File: config.mk
export PLATFORM = sky130hd
export DESIGN_NAME = usb_tx_sequencer
export DESIGN_NICKNAME = d
export VERILOG_FILES = /design/src/rtl/usb_tx_sequencer.sv
export SDC_FILE = /design/constraint.sdc
export NUM_CORES = 1
export LEC_CHECK = 0
export ABC_AREA = 1
export CAP_MARGIN = 20
export CORE_MARGIN = 4
export CORE_UTILIZATION = 51
export CTS_CLUSTER_DIAMETER = 80
export DETAILED_ROUTE_END_ITERATION = 16
export GPL_TIMING_DRIVEN = 0
export PLACE_DENSITY = 0.72
export SLEW_MARGIN = 20
export SYNTH_ARGS = -nofsm -noshare
export SYNTH_HDL_FRONTEND = slang
export SYNTH_SLANG_ARGS = --single-unit
File: constraint.sdc
create_clock -name clk -period 4.7 [get_ports clk]
set_input_delay 0.705 -clock clk [delete_from_list [all_inputs] [get_ports clk]]
set_output_delay 0.705 -clock clk [all_outputs]
set_load 0.01 [all_outputs]
File: src/rtl/usb_tx_sequencer.sv
// usb_tx_sequencer
//   Transmit-side packet sequencer in front of the piso serializer. Takes one
//   packet command at a time and requests its fields from piso in order:
//     IN token : SYNC, PID_READ, READ_ADDRESS
//     ACK/NAK  : SYNC, PID_ACK / PID_NAK
//     DATA     : SYNC, PASS_THROUGH (cmd_len bytes, skipped when cmd_len = 0)
//   Field completion is measured by counting piso_data_last pulses; a
//   watchdog aborts the packet when piso stops producing bytes.
//
// Ports
//   clk, rst                  clock (rising edge), async active-low reset
//   cmd_valid/cmd_ready       command handshake
//   cmd_type, cmd_len         0=IN 1=ACK 2=NAK 3=DATA; DATA payload length
//   piso_data_last            pulse on last bit of each serialized byte
//   request_serial_data(_type) field request to piso
//   tx_busy, tx_done, tx_error packet status (done/error are 1-cycle pulses)
//   dbg_state                 current FSM state
//
// Handshake: a command transfers on a rising edge where cmd_valid and
// cmd_ready are both high; cmd_ready is high in IDLE and in the DONE cycle,
// so a waiting command follows a finished packet with no idle gap.
// All outputs come straight from flops loaded with next-state values.
module usb_tx_sequencer #(
  parameter int LEN_WIDTH      = 7,
  parameter int HOLD_CYCLES    = 8,
  parameter int TIMEOUT_CYCLES = 64
) (
  input  logic                 clk,
  input  logic                 rst,
  input  logic                 cmd_valid,
  output logic                 cmd_ready,
  input  logic [1:0]           cmd_type,
  input  logic [LEN_WIDTH-1:0] cmd_len,
  input  logic                 piso_data_last,
  output logic                 request_serial_data,
  output logic [2:0]           request_serial_data_type,
  output logic                 tx_busy,
  output logic                 tx_done,
  output logic                 tx_error,
  output logic [2:0]           dbg_state
);

  // request_serial_data_type encodings; 0 means no field selected
  localparam logic [2:0] REQUEST_SERIAL_DATA_TYPE_SYNC         = 3'd1;
  localparam logic [2:0] REQUEST_SERIAL_DATA_TYPE_PID_READ     = 3'd2;
  localparam logic [2:0] REQUEST_SERIAL_DATA_TYPE_READ_ADDRESS = 3'd3;
  localparam logic [2:0] REQUEST_SERIAL_DATA_TYPE_PID_ACK      = 3'd4;
  localparam logic [2:0] REQUEST_SERIAL_DATA_TYPE_PID_NAK      = 3'd5;
  localparam logic [2:0] REQUEST_SERIAL_DATA_TYPE_PASS_THROUGH = 3'd6;

  localparam int HOLD_W = $clog2(2*HOLD_CYCLES+1);
  localparam int WD_W   = $clog2(TIMEOUT_CYCLES+1);

  typedef enum logic [2:0] {S_IDLE, S_REQ, S_WAIT, S_DONE, S_ERR} state_e;

  state_e               state_q, state_d;
  logic [1:0]           ctype_q, ctype_d;
  logic [1:0]           field_q, field_d;
  logic [LEN_WIDTH-1:0] len_q, len_d;
  logic [LEN_WIDTH-1:0] byte_q, byte_d;
  logic [HOLD_W-1:0]    hold_q, hold_d;
  logic [WD_W-1:0]      wd_q, wd_d;

  logic       ready_q, req_q, busy_q, done_q, err_q;
  logic [2:0] type_q;

  function automatic logic [2:0] field_type(input logic [1:0] ct, input logic [1:0] idx);
    logic [2:0] t;
    t = REQUEST_SERIAL_DATA_TYPE_SYNC;
    if (idx != 2'd0) begin
      case (ct)
        2'd0:    t = (idx == 2'd1) ? REQUEST_SERIAL_DATA_TYPE_PID_READ
                                   : REQUEST_SERIAL_DATA_TYPE_READ_ADDRESS;
        2'd1:    t = REQUEST_SERIAL_DATA_TYPE_PID_ACK;
        2'd2:    t = REQUEST_SERIAL_DATA_TYPE_PID_NAK;
        default: t = REQUEST_SERIAL_DATA_TYPE_PASS_THROUGH;
      endcase
    end
    return t;
  endfunction

  logic [2:0]           cur_type;
  logic [LEN_WIDTH-1:0] cur_bytes;
  logic [HOLD_W-1:0]    cur_hold;
  logic [1:0]           last_idx;
  logic                 byte_inc;
  logic [LEN_WIDTH-1:0] byte_next;
  logic                 bytes_done;
  logic                 timeout;
  logic [WD_W-1:0]      wd_next;

  always_comb begin
    cur_type = field_type(ctype_q, field_q);
    case (cur_type)
      REQUEST_SERIAL_DATA_TYPE_READ_ADDRESS: cur_bytes = LEN_WIDTH'(2);
      REQUEST_SERIAL_DATA_TYPE_PASS_THROUGH: cur_bytes = len_q;
      default:                               cur_bytes = LEN_WIDTH'(1);
    endcase
    cur_hold = (cur_type == REQUEST_SERIAL_DATA_TYPE_READ_ADDRESS) ?
               HOLD_W'(2*HOLD_CYCLES) : HOLD_W'(HOLD_CYCLES);
    case (ctype_q)
      2'd0:    last_idx = 2'd2;
      2'd3:    last_idx = (len_q == '0) ? 2'd0 : 2'd1;  // empty DATA: SYNC only
      default: last_idx = 2'd1;
    endcase
    // Counter saturates at the field size so stray pulses are ignored
    byte_inc   = piso_data_last && (byte_q != cur_bytes);
    byte_next  = byte_q + {{(LEN_WIDTH-1){1'b0}}, byte_inc};
    bytes_done = (byte_next == cur_bytes);
    // A byte arriving on the timeout cycle wins: it restarts the watchdog
    timeout    = !piso_data_last && (wd_q == WD_W'(TIMEOUT_CYCLES-1));
    wd_next    = piso_data_last ? '0 : wd_q + WD_W'(1);
  end

  always_comb begin
    state_d = state_q;
    ctype_d = ctype_q;
    field_d = field_q;
    len_d   = len_q;
    byte_d  = byte_q;
    hold_d  = hold_q;
    wd_d    = wd_q;
    case (state_q)
      S_IDLE, S_DONE: begin
        if (state_q == S_DONE) state_d = S_IDLE;
        if (cmd_valid) begin
          ctype_d = cmd_type;
          len_d   = cmd_len;
          field_d = 2'd0;
          byte_d  = '0;
          hold_d  = '0;
          wd_d    = '0;
          state_d = S_REQ;
        end
      end
      S_REQ: begin
        byte_d = byte_next;
        wd_d   = wd_next;
        if (timeout) begin
          state_d = S_ERR;
        end else if (cur_type == REQUEST_SERIAL_DATA_TYPE_PASS_THROUGH) begin
          if (bytes_done) state_d = S_WAIT;
        end else begin
          hold_d = hold_q + HOLD_W'(1);
          if (hold_q == cur_hold - HOLD_W'(1)) state_d = S_WAIT;
        end
      end
      S_WAIT: begin
        byte_d = byte_next;
        wd_d   = wd_next;
        if (bytes_done) begin
          if (field_q == last_idx) begin
            state_d = S_DONE;
          end else begin
            field_d = field_q + 2'd1;
            byte_d  = '0;
            hold_d  = '0;
            wd_d    = '0;
            state_d = S_REQ;
          end
        end else if (timeout) begin
          state_d = S_ERR;
        end
      end
      default: state_d = S_IDLE;  // S_ERR: abandon packet, no retry
    endcase
  end

  always_ff @(posedge clk or negedge rst) begin
    if (!rst) begin
      state_q <= S_IDLE;
      ctype_q <= '0;
      field_q <= '0;
      len_q   <= '0;
      byte_q  <= '0;
      hold_q  <= '0;
      wd_q    <= '0;
      ready_q <= 1'b1;
      req_q   <= 1'b0;
      type_q  <= '0;
      busy_q  <= 1'b0;
      done_q  <= 1'b0;
      err_q   <= 1'b0;
    end else begin
      state_q <= state_d;
      ctype_q <= ctype_d;
      field_q <= field_d;
      len_q   <= len_d;
      byte_q  <= byte_d;
      hold_q  <= hold_d;
      wd_q    <= wd_d;
      ready_q <= (state_d == S_IDLE) || (state_d == S_DONE);
      req_q   <= (state_d == S_REQ);
      busy_q  <= (state_d == S_REQ) || (state_d == S_WAIT);
      type_q  <= ((state_d == S_REQ) || (state_d == S_WAIT)) ?
                 field_type(ctype_d, field_d) : 3'd0;
      done_q  <= (state_d == S_DONE);
      err_q   <= (state_d == S_ERR);
    end
  end

  assign cmd_ready                = ready_q;
  assign request_serial_data      = req_q;
  assign request_serial_data_type = type_q;
  assign tx_busy                  = busy_q;
  assign tx_done                  = done_q;
  assign tx_error                 = err_q;
  assign dbg_state                = state_q;

endmodule

==> qor.csv <==
metric,value,unit
sw frac,0.462,
final worst path period need,4.09,ns
slowest CP cell,dfrtp_1,
cell count after synthesis,364,
synth cell count leaders,"107 x nand2_1, 53 x inv_1, 40 x dfrtp_1",
# fillers,479,
met2 Use GR,0.324,
placed inst area,3000,um2
top-count cell post-synth,nand2_1,
Final Skew,0.00577,ns
Clock Sinks,41,
share of cells above drive strength 1,0.121,
Seq pwr share,0.321,
H-tree levels,2,
"Top FF cell, synth",dfrtp_1,
syn_area_per_cell,7.30,um2
router iterations before antenna repair,5,
Die ar.,6430,um2
Mapped Nets,386,
worst hold path type,input pin to asynchronous set/reset pin,
drt initial violations,98,
ANT cells,0,
CP max stage delay,0.42,ns
Clock transition at path regs,0.08,ns
initial cell density of the core,0.524,
crit path capture type,register,
Num CTS Buffers,5,
Leak Pwr,1.51,nW
critical path's most frequent cell,nor2_4,
register area share after synthesis,0.387,
Die Width,80.2,um
Clock Power Share,0.144,
Synth area leader,dfrtp_1,
Power Internal,0.000927,W
largest net degree at the start of global routing,24,
Post-synth ARST share,1.00,
Worst-Skew Late Latency,0.30,ns
startpoint types,register,
Pins Over Slew Limit,0,
post-layout instance area,3090,um2
met1 Use GR,0.256,
CP Cell Sequence,"inv_1, ha_1, inv_1, nand2_2, nor2_4, inv_2, nor2_4, nand2_2, xor2_1, nor3_1, a41oi_1, ha_1, ha_1, xor2_1, nand4_1, nand2_1, nand2_1, nor2_1, nand3_2, nor2_4, nor2_4, a21oi_4, o21ai_1, o21a_1",
global-route wire length before repair,9.84,mm
vias per cell,4.95,
Post-CTS Resized,0,
Area Overhead vs Synth,16.3,%
Gate power share,0.536,
RSZ-0062 raised after global routing,false,
total wire length,5.56,mm
Synth Cell Area,2660,um2
Post-DRT Antenna Nets,0,
CP Data Arrival Time,4.29,ns
setup TNS,0,ns
met3 usage,0.0460,
CTS tree,yes,
pwr dens,557,nW/um2
area share of the largest cell type after synthesis,0.377,
Max Cap Viol,0,
"Worst Path Class, Setup",register to register,
number of buffers added on ports,23,
Slew HR,0.547,
die span in y,80.2,um
Synthesis Warnings,0,
"flops & latches, synth",41,
antenna violations before repair,0,
Clock Path Buffers,2,
Core Rows,26,
final net count,417,
core area,5070,um2
Boundary Pins,24,
HPWL after DPL,4.39,mm
final setup vio count,0,
Peak VDD IR,352,uV
Setup Buffers After CTS,0,
global-route usage over all layers,0.196,
worst-path maximum fanout,10,
synth unique cells,32,
gpl congestion,0.847,
routed vias,2306,
vias in the first global route,2148,
Root Driver,clkbuf_8,
hold_buf cts,0,
residual DRC count,0,
outcome,finished clean,
Critical Path RT,4.90,ns
Most Crowded Layer GR,met2,
Post-synth EDFFs,0,
Routed WL per cell,11.9,um
Max Freq,0.244,GHz
global route overflow,0,
period utilization,0.871,
Final Power,0.00172,W
final hold vios,0,
Worst Tran Pin Value,0.679,ns
final core occ,0.609,
synth top area cells,"dfrtp_1 38%, nand2_1 15%, inv_1 7.5%",
net switching power,0.000796,W
## final cells by class
type	instances	area, um2	share of cell area
well taps	70	87.6	0.0283
clock inverters	1	7.51	0.00243
multi-input cells	262	1400	0.452
plain buffers	4	20.0	0.00648
repair buffers	24	253	0.0817
inverters	57	214	0.0692
flip-flops and latches	41	1030	0.332
clock buffers	7	86.3	0.0279
## layout by cell type (no fill, tap or decap), types with 2 or more instances in the layout
master / count
nor2_4: 5
a21oi_1: 6
nor2_2: 7
o31ai_1: 3
nand2_1: 107
o21ai_0: 12
nor3_1: 4
nor2_1: 22
nand3_2: 5
xnor2_1: 3
nand2_2: 13
o22ai_1: 8
o21ai_1: 2
clkdlybuf4s50_1: 22
buf_2: 2
xor2_1: 9
inv_2: 3
clkbuf_8: 6
clkbuf_1: 3
inv_1: 53
nand4_1: 7
nand3_1: 33
dfrtp_1: 40
ha_1: 9
## flip-flops by register name, summed over array words and instances, names as in the netlist, 2 cells and up
register and cells:
byte_q 7, len_q 7, wd_q 7, hold_q 5, dbg_state 3, request_serial_data_type 3
ctype_q 2, field_q 2
## metal layers
metal,vias up,part of all wire
li1,1218,-
met1,1057,0.48
met2,23,0.47
met3,8,0.031
met4,0,0.013
met5,-,0
## path summary, 6_finish.rpt
kind / startpoint / endpoint / slack [ns] / cells past startpoint
min in group clk: byte_q[0] / byte_q[0] / 0.56 / 2
hold reg to reg: byte_q[0] / byte_q[0] / 0.56 / 2
max in group asynchronous: rst / cmd_ready / 3.79 / 2
setup / recovery: ctype_q[1] / hold_q[0] / 0.61 / 24
setup reg to reg: ctype_q[1] / hold_q[0] / 0.61 / 24
hold / removal: rst / wd_q[3] / 0.36 / 1
## worst max-delay path, delay by kind of cell, from the launching register on
family	cells	cell delay, ns
AND/OR/NAND/NOR	12	1.55
XOR/XNOR	2	0.36
AO/OA/AOI/OAI	4	0.59
buffers and inverters	3	0.24
flip-flops	1	0.42
adder cells (fa/ha/maj)	3	0.84
## stage by stage
stage / cells / setup WS [ns] / hold WS [ns]
global placement: 457 / 0.663 / 0.522
detailed placement: 458 / 0.632 / 0.539
finish: 466 / 0.607 / 0.357
floorplan: 364 / 1.16 / 0.409
global route: 466 / 0.169 / 0.389
CTS: 466 / 0.600 / 0.370
## cells by family after synthesis
| kind of cell | count (synthesis) | share of synthesized area |
|---|---|---|
| XOR/XNOR | 12 | 0.0396 |
| AO/OA/AOI/OAI | 35 | 0.0805 |
| adder cells (fa/ha/maj) | 9 | 0.0424 |
| buffers and inverters | 61 | 0.0880 |
| AND/OR/NAND/NOR | 206 | 0.363 |
| flip-flops | 41 | 0.387 |
## power by group through the flow
stage | combinational [W] | clock, W | sequential [W]
final | 0.000923 | 0.000248 | 0.000552
after global routing | 0.00106 | 0.000270 | 0.000569
after CTS | 0.000931 | 0.000251 | 0.000552
after detailed placement | 0.000926 | 0 | 0.000558
after global placement | 0.000902 | 0 | 0.000556
after floorplan | 0.000690 | 0 | 0.000556
No activity file was read; power rests on OpenSTA's default activity.
